<file path="config.mk">
export PLATFORM = sky130hd
export DESIGN_NAME = bcd_sseg_mux_flat
export DESIGN_NICKNAME = d
export VERILOG_FILES = /design/src/rtl/bcd_sseg_mux_pkg.sv /design/src/rtl/bcd_sseg_mux_if.sv /design/src/rtl/bcd_sseg_mux_bcd_to_sseg.sv /design/src/rtl/bcd_sseg_mux.sv /design/src/flat_wrapper.sv
export SDC_FILE = /design/constraint.sdc
export NUM_CORES = 1
export LEC_CHECK = 0
export BUFFER_PORTS_ARGS = -buffer_cell sky130_fd_sc_hd__buf_2
export CAP_MARGIN = 20
export CORE_ASPECT_RATIO = 0.5
export CORE_MARGIN = 3
export CORE_UTILIZATION = 45
export CTS_CLUSTER_DIAMETER = 60
export DETAILED_ROUTE_END_ITERATION = 12
export GPL_ROUTABILITY_DRIVEN = 0
export GPL_TIMING_DRIVEN = 1
export PLACE_DENSITY = 0.66
export SETUP_SLACK_MARGIN = 0.05
export SYNTH_ARGS = -nofsm -noshare
export SYNTH_HDL_FRONTEND = slang
export SYNTH_SLANG_ARGS = --single-unit
</file>
<file path="constraint.sdc">
create_clock -name clk -period 2.1 [get_ports clk]
set_input_delay 0.21 -clock clk [delete_from_list [all_inputs] [get_ports clk]]
set_output_delay 0.21 -clock clk [all_outputs]
set_load 0.01 [all_outputs]
</file>
<file path="src/rtl/bcd_sseg_mux_pkg.sv">
// Shared types and active-low segment/anode codes for the BCD seven-segment display driver.
// Segment order is {a,b,c,d,e,f,g}; a 0 lights the segment.
package bcd_sseg_mux_pkg;

    typedef logic [3:0] bcd_t;

    typedef enum logic [1:0] {
        DIG0 = 2'd0,
        DIG1 = 2'd1,
        DIG2 = 2'd2,
        DIG3 = 2'd3
    } digit_sel_e;

    localparam logic [6:0] SSEG_0    = 7'h01;
    localparam logic [6:0] SSEG_1    = 7'h4F;
    localparam logic [6:0] SSEG_2    = 7'h12;
    localparam logic [6:0] SSEG_3    = 7'h06;
    localparam logic [6:0] SSEG_4    = 7'h4C;
    localparam logic [6:0] SSEG_5    = 7'h24;
    localparam logic [6:0] SSEG_6    = 7'h20;
    localparam logic [6:0] SSEG_7    = 7'h0F;
    localparam logic [6:0] SSEG_8    = 7'h00;
    localparam logic [6:0] SSEG_9    = 7'h04;
    localparam logic [6:0] SSEG_DASH = 7'h7E;

    localparam logic [7:0] SSEG_OFF  = 8'hFF;
    localparam logic [3:0] AN_OFF    = 4'b1111;

    function automatic logic [3:0] anodeFor(input digit_sel_e sel);
        return AN_OFF ^ (4'b0001 << sel);
    endfunction

endpackage

</file>
<file path="src/rtl/bcd_sseg_mux_if.sv">
// Digit/control inputs and display outputs of the multiplexed seven-segment driver.
// The master drives the digits and strobes; the slave (the driver) drives the display pins.
interface bcd_sseg_mux_if;
    import bcd_sseg_mux_pkg::*;

    logic       load;
    bcd_t       bcd3;
    bcd_t       bcd2;
    bcd_t       bcd1;
    bcd_t       bcd0;
    logic [3:0] dp_in;
    logic       blank;
    logic [3:0] an;
    logic [7:0] sseg;
    logic       valid;

    modport master (
        output load, bcd3, bcd2, bcd1, bcd0, dp_in, blank,
        input  an, sseg, valid
    );

    modport slave (
        input  load, bcd3, bcd2, bcd1, bcd0, dp_in, blank,
        output an, sseg, valid
    );

endinterface

</file>
<file path="src/rtl/bcd_sseg_mux_bcd_to_sseg.sv">
// Combinational BCD digit to active-low seven-segment decoder.
// Codes 10..15 are not decimal digits and are shown as a dash so bad data is visible.
module bcd_to_sseg
    import bcd_sseg_mux_pkg::*;
(
    input  bcd_t       bcd_i,
    output logic [6:0] seg_o
);

    always_comb begin
        case (bcd_i)
            4'd0:    seg_o = SSEG_0;
            4'd1:    seg_o = SSEG_1;
            4'd2:    seg_o = SSEG_2;
            4'd3:    seg_o = SSEG_3;
            4'd4:    seg_o = SSEG_4;
            4'd5:    seg_o = SSEG_5;
            4'd6:    seg_o = SSEG_6;
            4'd7:    seg_o = SSEG_7;
            4'd8:    seg_o = SSEG_8;
            4'd9:    seg_o = SSEG_9;
            default: seg_o = SSEG_DASH;
        endcase
    end

endmodule

</file>
<file path="src/rtl/bcd_sseg_mux.sv">
// Latches four BCD digits on load and time-multiplexes them onto a 4-digit common-anode
// display with leading-zero blanking, per-digit decimal points and a global blank.
module bcd_sseg_mux
    import bcd_sseg_mux_pkg::*;
#(
    parameter int REFRESH_BITS = 18,
    parameter bit BLANK_LZ     = 1'b1
) (
    input  logic                 clk,
    input  logic                 reset,
    bcd_sseg_mux_if.slave        bus
);

    localparam logic [REFRESH_BITS-1:0] CNT_ONE = 1;

    logic [REFRESH_BITS-1:0] scanCnt_q;
    bcd_t [3:0]              digits_q;
    logic [3:0]              dp_q;
    logic                    valid_q;
    logic [3:0]              an_q;
    logic [7:0]              sseg_q;

    digit_sel_e              sel;
    bcd_t                    curDigit;
    logic [6:0]              curSeg;
    logic                    lzOff;
    logic                    digitOn;
    logic [3:0]              an_d;
    logic [7:0]              sseg_d;

    assign sel      = digit_sel_e'(scanCnt_q[REFRESH_BITS-1 -: 2]);
    assign curDigit = digits_q[sel];

    bcd_to_sseg u_decode (
        .bcd_i (curDigit),
        .seg_o (curSeg)
    );

    // A digit is a leading zero when it and every more significant digit are zero.
    always_comb begin
        lzOff = 1'b0;
        if (BLANK_LZ && sel != DIG0) begin
            lzOff = 1'b1;
            for (int k = 1; k < 4; k++) begin
                if (k >= int'(sel) && digits_q[k] != 4'd0) begin
                    lzOff = 1'b0;
                end
            end
        end
        digitOn = valid_q && !bus.blank && !lzOff;
        an_d    = AN_OFF;
        sseg_d  = SSEG_OFF;
        if (digitOn) begin
            an_d   = anodeFor(sel);
            sseg_d = {~dp_q[sel], curSeg};
        end
    end

    // Anode and segment pins change together from registers, so at most one anode is ever low.
    always_ff @(posedge clk or posedge reset) begin
        if (reset) begin
            scanCnt_q <= '0;
            digits_q  <= '0;
            dp_q      <= '0;
            valid_q   <= 1'b0;
            an_q      <= AN_OFF;
            sseg_q    <= SSEG_OFF;
        end else begin
            scanCnt_q <= scanCnt_q + CNT_ONE;
            an_q      <= an_d;
            sseg_q    <= sseg_d;
            if (bus.load) begin
                digits_q <= {bus.bcd3, bus.bcd2, bus.bcd1, bus.bcd0};
                dp_q     <= bus.dp_in;
                valid_q  <= 1'b1;
            end
        end
    end

    assign bus.an    = an_q;
    assign bus.sseg  = sseg_q;
    assign bus.valid = valid_q;

endmodule

</file>
<file path="src/flat_wrapper.sv">
// flat-port wrapper written by rule: the top's interface ports become plain ports
module bcd_sseg_mux_flat import bcd_sseg_mux_pkg::*;
#(
    parameter int REFRESH_BITS = 18,
    parameter bit BLANK_LZ     = 1'b1
)
  (clk, reset, bus_load, bus_bcd3, bus_bcd2, bus_bcd1, bus_bcd0, bus_dp_in, bus_blank, bus_an, bus_sseg, bus_valid);
  bcd_sseg_mux_if bus_i ();
  input  logic clk;
  input  logic reset;
  input wire logic [$bits(bus_i.load)-1:0] bus_load;
  input wire logic [$bits(bus_i.bcd3)-1:0] bus_bcd3;
  input wire logic [$bits(bus_i.bcd2)-1:0] bus_bcd2;
  input wire logic [$bits(bus_i.bcd1)-1:0] bus_bcd1;
  input wire logic [$bits(bus_i.bcd0)-1:0] bus_bcd0;
  input wire logic [$bits(bus_i.dp_in)-1:0] bus_dp_in;
  input wire logic [$bits(bus_i.blank)-1:0] bus_blank;
  output wire logic [$bits(bus_i.an)-1:0] bus_an;
  output wire logic [$bits(bus_i.sseg)-1:0] bus_sseg;
  output wire logic [$bits(bus_i.valid)-1:0] bus_valid;
  assign bus_i.load = bus_load;
  assign bus_i.bcd3 = bus_bcd3;
  assign bus_i.bcd2 = bus_bcd2;
  assign bus_i.bcd1 = bus_bcd1;
  assign bus_i.bcd0 = bus_bcd0;
  assign bus_i.dp_in = bus_dp_in;
  assign bus_i.blank = bus_blank;
  assign bus_an = bus_i.an;
  assign bus_sseg = bus_i.sseg;
  assign bus_valid = bus_i.valid;
  bcd_sseg_mux #(.REFRESH_BITS(REFRESH_BITS), .BLANK_LZ(BLANK_LZ)) u_core (.clk(clk), .reset(reset), .bus(bus_i));
endmodule
</file>
==> results of run 1 <==
## metal layers
layer	track usage	vias up
met5	0	-
met4	0.0414	0
met3	0.0497	9
met2	0.244	28
met1	0.190	756
li1	-	722
## placed cells by master, fill, tap and decap left out, types with 2 or more instances in the layout
master / count
sky130_fd_sc_hd__xor2_1: 5
sky130_fd_sc_hd__clkbuf_8: 6
sky130_fd_sc_hd__ha_1: 6
sky130_fd_sc_hd__nor3b_1: 2
sky130_fd_sc_hd__buf_4: 7
sky130_fd_sc_hd__nand4b_1: 2
sky130_fd_sc_hd__mux4_2: 5
sky130_fd_sc_hd__mux2_2: 20
sky130_fd_sc_hd__nand3_1: 13
sky130_fd_sc_hd__dfrtp_2: 2
sky130_fd_sc_hd__mux2i_1: 2
sky130_fd_sc_hd__nor2_1: 8
sky130_fd_sc_hd__dfrtp_1: 37
sky130_fd_sc_hd__o211ai_1: 2
sky130_fd_sc_hd__inv_1: 7
sky130_fd_sc_hd__and3_1: 3
sky130_fd_sc_hd__dfstp_2: 12
sky130_fd_sc_hd__xnor2_1: 11
sky130_fd_sc_hd__nor3_1: 4
sky130_fd_sc_hd__o21ai_0: 3
sky130_fd_sc_hd__buf_2: 36
sky130_fd_sc_hd__nand2_1: 8
sky130_fd_sc_hd__nand4_1: 4
## layout make-up
cell class / instances / area, µm²
clock inverter: 2 / 11.3
fill: 399 / 2000
clock buffer: 6 / 82.6
tap: 66 / 82.6
multi-input combinational: 115 / 956
timing repair buffer: 44 / 243
inverter: 8 / 30.0
sequential: 51 / 1290
## per-stage QoR
| step | std cells | instance area (µm²) |
|---|---|---|
| finish | 292 | 2700 |
| global route | 292 | 2700 |
| CTS | 291 | 2690 |
| global placement | 282 | 2580 |
| detailed placement | 282 | 2580 |
| floorplan | 183 | 2340 |
## critical path: stages (launching register included)
cell and delay (ns):
sky130_fd_sc_hd__dfrtp_2 0.44, sky130_fd_sc_hd__mux4_2 0.58, sky130_fd_sc_hd__inv_1 0.14, sky130_fd_sc_hd__ha_1 0.17, sky130_fd_sc_hd__inv_1 0.04, sky130_fd_sc_hd__or2_1 0.22
sky130_fd_sc_hd__mux2i_1 0.13, sky130_fd_sc_hd__nand3_1 0.09
## sequential cells by signal, summed over array words and instances, names as in the netlist
register          count
u_core.scanCnt_q     18
u_core.bus.an         4
u_core.bus.sseg       8
u_core.dp_q           4
u_core.digits_q      16
u_core.bus.valid      1
## report_power, final
| group | total (mW) | internal, mW | switching [mW] | leakage [nW] |
|---|---|---|---|---|
| sequential | 1.08 | 1.05 | 0.0351 | 0.604 |
| combinational | 0.225 | 0.116 | 0.110 | 0.549 |
| clock | 0.576 | 0.263 | 0.313 | 0.0449 |
## path summary, 6_finish.rpt
kind | slack, ns | end | from
min in group asynchronous | 0.47 | u_core.digits_q[12] | reset
setup / recovery | 0.21 | u_core.bus.sseg[3] | u_core.scanCnt_q[17]
hold reg to reg | 0.48 | u_core.scanCnt_q[13] | u_core.scanCnt_q[13]
setup reg to reg | 0.21 | u_core.bus.sseg[3] | u_core.scanCnt_q[17]
max in group asynchronous | 0.98 | u_core.bus.an[2] | reset
hold / removal | 0.13 | u_core.digits_q[7] | bus_bcd1[3]
## what timing repair did
| item | in CTS | in global routing |
|---|---|---|
| setup buffers | 0 | 1 |
| endpoints found under the hold margin | 19 | 0 |
| resized for setup | 1 | 2 |
| setup endpoints to repair | 1 | 2 |
| hold buffers | 1 | 0 |
## kinds of logic after synthesis
logic type | count (synthesis) | synth area share
AOI/OAI and AO/OA | 11 | 0.0327
buffers and inverters | 17 | 0.0380
xor gates and xnor gates | 16 | 0.0600
adders and majority gates | 6 | 0.0321
DFF | 51 | 0.553
muxes | 27 | 0.153
and+or+nand+nor | 55 | 0.131
==> impl.org, run 1 <==
** Critical path
- CP required :: 2.31 ns
- Along the worst path, the maximum fanout reaches 6.
- The number of cells on the worst reg-to-reg path is 7.
- The worst setup path is launched from a flop.
- STA puts the critical path data arrival time at 2.10 ns.
- Capturing element type of the critical path :: flop
- Critical path class :: flop to flop

** Drt
- The routed design uses just under 200 µm of met3 wire.
- Drt initial violations :: 37
- Routed wl met2 :: 1.99 mm
- Wire length on met1 :: ~1.9 mm
- The final layout contains routed wiring with a total length of a little over 4 mm.
- The first detailed-routing pass ran for 4 iterations.
- The routed layout has between 1,500 and 2,000 vias.
- After detailed routing, the number of vias per cell comes to just over 5.
- Post-route DRC :: 0
- In the final routed layout, each cell accounts on average for about 14 µm.
- The count of nets left with antenna violations once routing finished came out at 0.
- Highest metal used :: met4

** Logic synthesis
- Mean area per synthesized cell :: 12.8 µm²
- Synthesis produced a netlist whose cell count is ~180.
- Most instantiated flip-flop cell in the synthesis netlist :: sky130_fd_sc_hd__dfrtp_1
- The Yosys step of the flow raised 0 warnings.
- The synthesized design contains 0 enable-type register cells.
- Top-area cell type share of the netlist area :: 0.418
- By area the synthesized netlist is led by sky130_fd_sc_hd__dfrtp_1 42%, sky130_fd_sc_hd__dfstp_2 13%, sky130_fd_sc_hd__mux2_2 9.6%.
- The number of nets in the synthesized netlist is around 210.
- Register area share after synthesis :: 0.553
- Cell type contributing the most total cell area after synthesis :: sky130_fd_sc_hd__dfrtp_1
- After synthesis, the share of flip-flops with an asynchronous set or reset is 1.00.
- The number of different library cells used by synthesis comes to 39.
- Post-synthesis instance area :: about 2300 µm²
- Synthesis-stage register bit count :: 51
- Commonest cells in the netlist :: 39 x sky130_fd_sc_hd__dfrtp_1, 20 x sky130_fd_sc_hd__mux2_2, 13 x sky130_fd_sc_hd__nand3_1, 12 x sky130_fd_sc_hd__dfstp_2, 11 x sky130_fd_sc_hd__xnor2_1
- Most frequent cell after synthesis :: sky130_fd_sc_hd__dfrtp_1

** GRT
- The number of global-route vias before repair was 1,538.
- Largest net degree at the start of global routing :: 24
- Wire length of the first global-routing pass :: approximately 7 mm
- The number of antenna violations at the first check in global routing was 0.
- In the global route stage, overall resource usage came out at 0.148.
- Global routing finished with a remaining overflow of 0.

** Timing
- The worst path needs about 1.9 ns of the cycle, external delays included.
- Slew Limit Fails :: 0
- The number of hold-slack violations in the final timing report is 0.
- Setup repair after global routing left no endpoint under its margin.
- Worst Setup Slack, final :: 0.214 ns
- Max-Slew Margin vs Limit :: 0.650
- Least-Margin Pin Slew :: approximately 0.52 ns
- Post-route clock skew :: between 0.006 and 0.007 ns
- Dividing the final minimum period by the clock period gives 0.898.
- Sum Neg Setup Slack :: 0 ns
- Setup violations remaining at the end of the flow were counted as 0.
- Max Clk Rate :: around 530 MHz
- On the final layout, the worst hold slack is 0.127 ns.

** Clocking
- CTS saw 51 sinks.
- The H-tree was split into 2 levels.
- Clock transition at the registers of the reported paths :: approximately 0.090 ns
- Root Buffer :: sky130_fd_sc_hd__clkbuf_8
- In this run, CTS created clock tree buffers numbering 5.
- At the later pin of the worst-skew pair, clock insertion delay measures approximately 0.30 ns.
- Number of buffers on the longest clock path :: 2
- TritonCTS clock tree :: done

** Power and ir drop
- Ratio of total power to cell area :: between 600 and 700 nW/µm²
- Total Power :: 1.89 mW
- Maximum vdd drop :: about 0.00028 V
- Leakage power :: approximately 1.2 nW

** Floorplanning
- Floorplan core area :: 4700 µm²
- Total number of placement rows :: 17
- Effective utilization at floorplan :: 0.497
- 37 I/O pins were placed.
- Die Height :: ~57 µm
- Total die area :: 6140 µm²
- Die width :: 108 µm

** Hold path
- Hold Crit Depth :: 3
- The tightest min-delay check is of the input port to flop type.

** Placed design
- Detailed placer's ending HPWL :: around 3.1 mm
- Count of input and output buffers :: 36
- Prior to clock tree synthesis, the placed netlist has a worst setup slack of around 0.047 ns.

** Layout
- For this run, the share of the core covered by cells in the final layout is 0.574.
- Compared with the post-synthesis result, the final layout area differs by 15.5%.
- Post-layout net count :: approximately 260
- The number of antenna diodes in the final layout is 0.
- Share of layout cells above drive strength 1 :: 0.412

** Run
- The tool flagged a number of max-cap violations equal to 0.

** Outcome
- The run finished with clean final reports.
Power figures use the tool's default switching activity.
==> run 2, diff against run 1 <==
--- a/config.mk
+++ b/config.mk
@@ -8,7 +8,6 @@
 export BUFFER_PORTS_ARGS = -buffer_cell sky130_fd_sc_hd__buf_2
 export CAP_MARGIN = 20
 export CORE_ASPECT_RATIO = 0.5
-export CORE_MARGIN = 3
 export CORE_UTILIZATION = 45
 export CTS_CLUSTER_DIAMETER = 60
 export DETAILED_ROUTE_END_ITERATION = 12
@@ -19,3 +18,4 @@
 export SYNTH_ARGS = -nofsm -noshare
 export SYNTH_HDL_FRONTEND = slang
 export SYNTH_SLANG_ARGS = --single-unit
+export TNS_END_PERCENT = 30
==> constraint.sdc (replaced) <==
create_clock -name clk -period 2.1 [get_ports clk]
set_input_delay 0.21 -clock clk [delete_from_list [all_inputs] [get_ports clk]]
set_output_delay 0.21 -clock clk [all_outputs]
set_load 0.05 [all_outputs]
==> run 2 against run 1 <==
Compared with the run above:
- count of clock-buffer cells in the layout is 1 higher
- critical endpoint unchanged
- hold slack worse by 0.015 ns
- global-route usage grew 1.6 points
- sequential power about the same
==> impl.org, run 2 (same netlist as run 1, synthesis figures left out) <==
** Outcome
- Status :: complete, no violations

** Drt
- Dividing the detail-routed via count by the number of cells gives between 5 and 6.
- Total length of routed wires :: a little under 4 mm
- Routed via count :: about 1,500
- The first detailed-routing pass ran for 6 iterations.
- Post-route DRC :: 0
- Drt initial violations :: 43
- ANT nets after route :: 0
- Dividing the detail-routed wire length by the instance count gives ~13 µm.

** Layout
- Excluding fillers, the count of instances in the completed layout stands at between 200 and 300.
- ANT cells :: 0
- Share of layout cells above drive strength 1 :: 0.397
- The register with the most flip-flops in the layout has 18 of them.
- The library cells used most frequently in the layout, excluding fill and tap cells, are 38 x sky130_fd_sc_hd__dfrtp_1, 36 x sky130_fd_sc_hd__buf_2, 20 x sky130_fd_sc_hd__mux2_2.
- Share of the core filled with cells in the final layout :: 0.545
- Post-layout net count :: 253
- Most common cell after layout, fill and taps aside :: sky130_fd_sc_hd__dfrtp_1
- Largest register by flop count :: u_core.scanCnt_q
- From synthesis to final layout, the design area changed by 15.6%.
- With fillers left out, the area of the finished cells amounts to about 2700 µm².

** Timing
- Hold WS :: about 0.11 ns
- Across the routed clock network, the largest skew measured is roughly 0.0071 ns.
- Final count of hold timing violations :: 0
- Slew Limit Fails :: 0
- Setup violations remaining at the end of the flow were counted as 0.
- Measured against its own limit, the worst slew margin works out to 0.619.
- Timing would allow up to about 520 MHz.
- Sum Neg Setup Slack :: 0 ns
- Setup repair after global routing left no endpoint under its margin.
- For the pin with the worst max-slew slack, the measured transition is ~0.57 ns.
- Worst Setup Slack, final :: 0.179 ns
- In the finished design, the share of the clock period the worst path needs comes to 0.915.
- Shortest clock period the worst path allows after layout :: 1.92 ns

** Placed design
- Instance area at placement :: around 2600 µm²
- Placed cells :: roughly 290
- Detailed placer's ending HPWL :: around 2.9 mm
- Worst slack at placement :: approximately 0.13 ns
- Buffers placed on the I/O ports in this run total 36.

** GRT
- Global-route usage over all layers :: 0.164
- The number of antenna violations at the first check in global routing was 0.
- Congestion Overflow GR :: 0
- Entering global routing, the biggest net connects 29 pins.
- Wire length of the first global-routing pass :: slightly below 7 mm
- The number of global-route vias before repair was between 1,000 and 1,500.

** Power and ir drop
- For this design the ratio of total power to cell area is roughly 750 nW/µm².
- Maximum vdd drop :: between 0.0002 and 0.0003 V
- Total power for the finished layout comes to roughly 2.0 mW.
- For this design the static power due to leakage is between 1 and 1.5 nW.

** Clocking
- Buffers inserted during clock tree synthesis total 5.
- TritonCTS clock tree :: done
- Once the clock tree was built, the setup fixing pass inserted 0 buffers.
- The root buffer cell chosen for the clock tree is sky130_fd_sc_hd__clkbuf_8.
- # clock sinks :: slightly above 50
- After clock tree synthesis, the clock-pin slew on the worst setup and hold paths is around 0.090 ns.
- The clock passes through at most 2 buffers.
- H-tree levels :: 2
- The clock reaches the later pin of the worst-skew pair after roughly 0.3 ns.

** Hold path
- In this run the worst hold path is classified as input port to flop.
- Counting instances, the worst hold path has a depth of 3.
- The worst hold path begins at bus_bcd2[2].
- For hold timing, the worst endpoint is u_core.digits_q[10].

** Floorplanning
- The die is about 53 µm tall.
- After floorplanning, the core was divided into 18 placement rows.
- The die is ~100 µm wide.
- Total die area :: about 5500 µm²
- Io pins :: 37
- Floorplan core area :: 4950 µm²
- Effective utilization at floorplan :: 0.471

** Run
- Across the run, the number of max-cap violations was 0.

** Critical path
- Capture instance of the worst register-to-register path :: u_core.bus.sseg[3]
- The critical path goes through mux4_2 > inv_1 > ha_1 > inv_1 > or2_1 > mux2i_1 > nand3_1.
- Most used cell, CP :: sky130_fd_sc_hd__inv_1
- Along the worst path, the maximum fanout reaches 6.
- The worst setup path is launched from a flop.
- Max stage delay on crit path :: 0.60 ns
- Data on the critical path is required at its endpoint by 2.30 ns.
- Critical path class :: flop to flop
- RR Startpoint :: u_core.scanCnt_q[17]
- At the worst endpoint, the arrival time is between 2 and 2.5 ns.
- Capturing element type of the critical path :: flop
- For this design, the slowest cell found on the critical path is sky130_fd_sc_hd__mux4_2.
- Slack of the worst reg-to-reg path :: roughly 0.18 ns
- R2R depth :: 7
run 2: changes by cell type in the layout (fill, tap and decap cells not counted), sizes merged:
cell and delta:
buf -2, clkbuf +1, clkinvlp -1, clkinv -1, bufinv +1
run 2: how the worst max path moves through the flow:
stage / cells after the start / startpoint / end
5_1_grt: 7 / u_core.scanCnt_q[17] / u_core.bus.sseg[3]
3_3_place_gp: 4 / u_core.scanCnt_q[17] / u_core.bus.sseg[2]
6_report: 7 / u_core.scanCnt_q[17] / u_core.bus.sseg[3]
2_1_floorplan: 8 / u_core.scanCnt_q[17] / u_core.bus.sseg[3]
4_1_cts: 4 / u_core.scanCnt_q[17] / u_core.bus.sseg[2]
3_5_place_dp: 4 / u_core.scanCnt_q[17] / u_core.bus.sseg[2]
run 2: report_power, final:
| part | total, mW | internal [mW] | leakage, nW | switching, mW |
|---|---|---|---|---|
| combinational | 0.280 | 0.116 | 0.538 | 0.164 |
| sequential | 1.08 | 1.05 | 0.605 | 0.0333 |
| clock | 0.664 | 0.357 | 0.0524 | 0.307 |
run 2: per-layer routing:
metal | wire (µm) | share of wire | global-route usage
met4 | 41 | 0.011 | 0.0571
met1 | 1840 | 0.47 | 0.195
met5 | 0 | 0 | 0
met3 | 120 | 0.031 | 0.0419
met2 | 1890 | 0.49 | 0.297
run 2: cell type report:
type | count | area [µm²]
sequential | 51 | 1290
tap | 70 | 87.6
timing repair buffer | 42 | 228
multi-input combinational | 115 | 956
clock buffer | 7 | 76.3
inverter | 8 | 30.0
fill | 459 | 2250
clock inverter | 1 | 30.0
run 2: critical path: cells and delay by family (launching register included):
family | cells | cell delay, ns
multiplexers | 2 | 0.74
flip-flops | 1 | 0.45
AND/OR/NAND/NOR | 2 | 0.30
buffers and inverters | 2 | 0.17
adder cells (fa/ha/maj) | 1 | 0.16
run 2: what timing repair did:
action                                 4_1_cts  5_1_grt
endpoints found under the hold margin       26        0
setup endpoints to repair                    0        2
hold buffers                                 1        0
gates resized for setup                      0        2
==> run 3, diff against run 2 <==
--- a/config.mk
+++ b/config.mk
@@ -14,6 +14,7 @@
 export GPL_ROUTABILITY_DRIVEN = 0
 export GPL_TIMING_DRIVEN = 1
 export PLACE_DENSITY = 0.66
+export RECOVER_POWER = 25
 export SETUP_SLACK_MARGIN = 0.05
 export SYNTH_ARGS = -nofsm -noshare
 export SYNTH_HDL_FRONTEND = slang
==> run 3 against run 2 <==
Compared with the run above:
- die area unchanged
- design area hardly changed
- critical path type unchanged
- via count about the same
- critical path depth did not move
- highest routed layer unchanged
- global-route usage is the same
- core utilization hardly changed
- clock skew down 0.00052 ns
- setup slack got worse by 0.00063 ns
- power about the same
- clock power about the same
==> impl.org, run 3 (same netlist as run 1, synthesis figures left out) <==
** Drt
- Dividing the detail-routed wire length by the instance count gives between 10 and 15 µm.
- In this run, the number of DRC markers left after iteration 0 of detailed routing was 43.
- Using the TritonRoute via totals, the vias-per-cell ratio works out to approximately 5.0.
- The final route contains 1,475 vias.
- After detailed routing, the number of remaining DRC violations is 0.
- The count of nets left with antenna violations once routing finished came out at 0.
- Wires add up to 3.90 mm.
- The first detailed-routing pass took 6 iterations.

** Floorplanning
- Measured along the x axis, the die boundary spans between 100 and 150 µm.
- Io pins :: 37
- In this run the standard cell core region covers between 4000 and 5000 µm².
- The floorplan step defined a die boundary enclosing roughly 5500 µm².
- The floorplan has 18 rows.
- For this configuration, the core starts out at a cell density of 0.471.
- The die is approximately 53 µm tall.

** GRT
- Summed over all layers, the global routing overflow is 0.
- Global-route usage over all layers :: 0.164
- The first global-routing pass estimated 6.82 mm of wire.
- Initial antenna violation count :: 0
- Via count of the first global-routing pass :: 1,492
- Entering global routing, the biggest net connects 29 pins.

** Timing
- Hold WS :: around 0.11 ns
- Least-Margin Pin Slew :: between 1 and 1.5 ns
- Max-Slew Margin vs Limit :: 0.281
- After layout, the minimum clock period comes to slightly below 2 ns.
- Finish-stage setup viols :: 0
- Final count of hold timing violations :: 0
- Across the routed clock network, the largest skew measured is ~0.0066 ns.
- Setup repair after global routing left no endpoint under its margin.
- Sum Neg Setup Slack :: 0 ns
- Max Clk Rate :: around 520 MHz
- Slew Limit Fails :: 0
- Worst Setup Slack, final :: between 0.15 and 0.2 ns
- Final period utilization :: 0.915

** Layout
- Signed area change from the synthesized netlist to the final layout :: 15.5%
- Most common cell after layout, fill and taps aside :: sky130_fd_sc_hd__dfrtp_1
- The register with the most flip-flops in the layout has 18 of them.
- u_core.scanCnt_q holds more flip-flops than any other register.
- Share of layout cells above drive strength 1 :: 0.388
- ANT cells :: 0
- The library cells used most frequently in the layout, excluding fill and tap cells, are 38 x sky130_fd_sc_hd__dfrtp_1, 35 x sky130_fd_sc_hd__buf_2, 20 x sky130_fd_sc_hd__mux2_2.
- Post-layout net count :: between 200 and 300

** Power and ir drop
- The share of total power dissipated in combinational logic is 0.138.
- Across the VDD grid, the largest voltage drop is about 0.00029 V.
- Ratio of total power to cell area :: roughly 750 nW/µm²
- Int Pwr :: roughly 1.5 mW
- Leakage power :: roughly 1.2 nW
- Of the total power, registers draw 0.534.
- Reported net switching power :: roughly 500 µW
- Switching power share of the total :: 0.249
- Of the total power, the clock network draws 0.328.

** Placed design
- After legalization and detailed placement, the total HPWL measured approximately 2.9 mm.
- Worst slack at placement :: approximately 0.13 ns
- The count of buffers added on input and output ports is 36.

** Clocking
- TritonCTS clock tree :: done
- For this design, the sink count on the clock tree is 51.
- Clock transition at the registers of the reported paths :: ~0.09 ns
- The clock passes through at most 2 buffers.
- The later pin in the worst-skew pair is clocked with a latency of approximately 0.3 ns.
- After clock tree synthesis, the setup repair step added 0 buffers.
- H-tree levels :: 2
- TritonCTS buffer count :: 5
- Clock tree synthesis selected as its root buffer the cell sky130_fd_sc_hd__clkbuf_8.

** Critical path
- By startpoint and endpoint, the worst setup path is classified as flop to flop.
- At the worst endpoint, the required time is between 2 and 2.5 ns.
- For the worst setup path, the data arrival time is roughly 2.1 ns.
- Capturing element type of the critical path :: flop
- Startpoint type of the worst setup path :: flop
- CP max FO :: 6

** Outcome
- The flow ran to the end, and the final reports show no timing, DRC or antenna violations.

** Run
- The tool flagged a number of max-cap violations equal to 0.

** Hold path
- Hold/Removal Path Class :: input port to flop
-- run 3: changes by cell type in the layout (fill, tap and decap cells not counted) --
cell	delta
sky130_fd_sc_hd__buf_2	-1
sky130_fd_sc_hd__clkbuf_1	+1
sky130_fd_sc_hd__inv_1	+1
sky130_fd_sc_hd__inv_2	-1
-- run 3: worst paths after layout --
kind                                           start                  end  slack (ns)  cells after the start
worst max-delay path            u_core.scanCnt_q[17]   u_core.bus.sseg[3]        0.18                      7
worst min-delay path                     bus_bcd2[2]  u_core.digits_q[10]        0.11                      3
worst max register to register  u_core.scanCnt_q[17]   u_core.bus.sseg[3]        0.18                      7
worst min register to register   u_core.scanCnt_q[6]  u_core.scanCnt_q[6]        0.47                      1
max in group asynchronous                      reset   u_core.bus.sseg[3]        0.57                      4
min in group asynchronous                      reset  u_core.digits_q[12]        0.69                      3
-- run 3: what timing repair did --
action	4_1_cts	5_1_grt
hold endpoints to repair	26	0
setup endpoints to repair	0	2
hold buffers	1	0
resized for setup	0	2
-- run 3: worst max-delay path, cell delays in order (launching register included) --
cell and delay, ns:
sky130_fd_sc_hd__dfrtp_2 0.45, sky130_fd_sc_hd__mux4_2 0.60, sky130_fd_sc_hd__inv_1 0.13, sky130_fd_sc_hd__ha_1 0.17
sky130_fd_sc_hd__inv_1 0.04, sky130_fd_sc_hd__or2_1 0.21, sky130_fd_sc_hd__mux2i_1 0.14, sky130_fd_sc_hd__nand3_1 0.09
-- run 3: layer usage --
metal / track usage / wire length [µm] / up-vias
li1: - / - / 721
met1: 0.195 / 1840 / 731
met2: 0.297 / 1890 / 19
met3: 0.0419 / 130 / 4
met4: 0.0571 / 41 / 0
met5: 0 / 0 / -
-- run 3: power groups by stage --
stage	Combinational (mW)	Clock (mW)	Sequential, mW
after floorplan	0.157	0	1.16
final	0.280	0.664	1.08
after CTS	0.284	0.674	1.08
after global routing	0.308	0.722	1.09
after detailed placement	0.281	0	1.10
after global placement	0.274	0	1.10
-- run 3: area by class of cell --
| cell class | count | area, µm² |
|---|---|---|
| fill | 458 | 2260 |
| sequential | 51 | 1290 |
| multi-input combinational | 115 | 956 |
| timing repair buffer | 42 | 226 |
| tap | 70 | 87.6 |
| clock buffer | 7 | 76.3 |
| clock inverter | 1 | 30.0 |
| inverter | 8 | 30.0 |
-- run 3: stage by stage --
| stage | std cells | utilization | power (mW) | instance area (µm²) |
|---|---|---|---|---|
| 2_1_floorplan | 183 | - | 1.31 | 2340 |
| 3_3_place_gp | 285 | 0.521 | 1.37 | 2580 |
| 3_5_place_dp | 285 | 0.521 | 1.38 | 2580 |
| 4_1_cts | 294 | 0.545 | 2.04 | 2700 |
| 5_1_grt | 294 | 0.545 | 2.12 | 2700 |
| 6_report | 294 | 0.545 | 2.03 | 2700 |
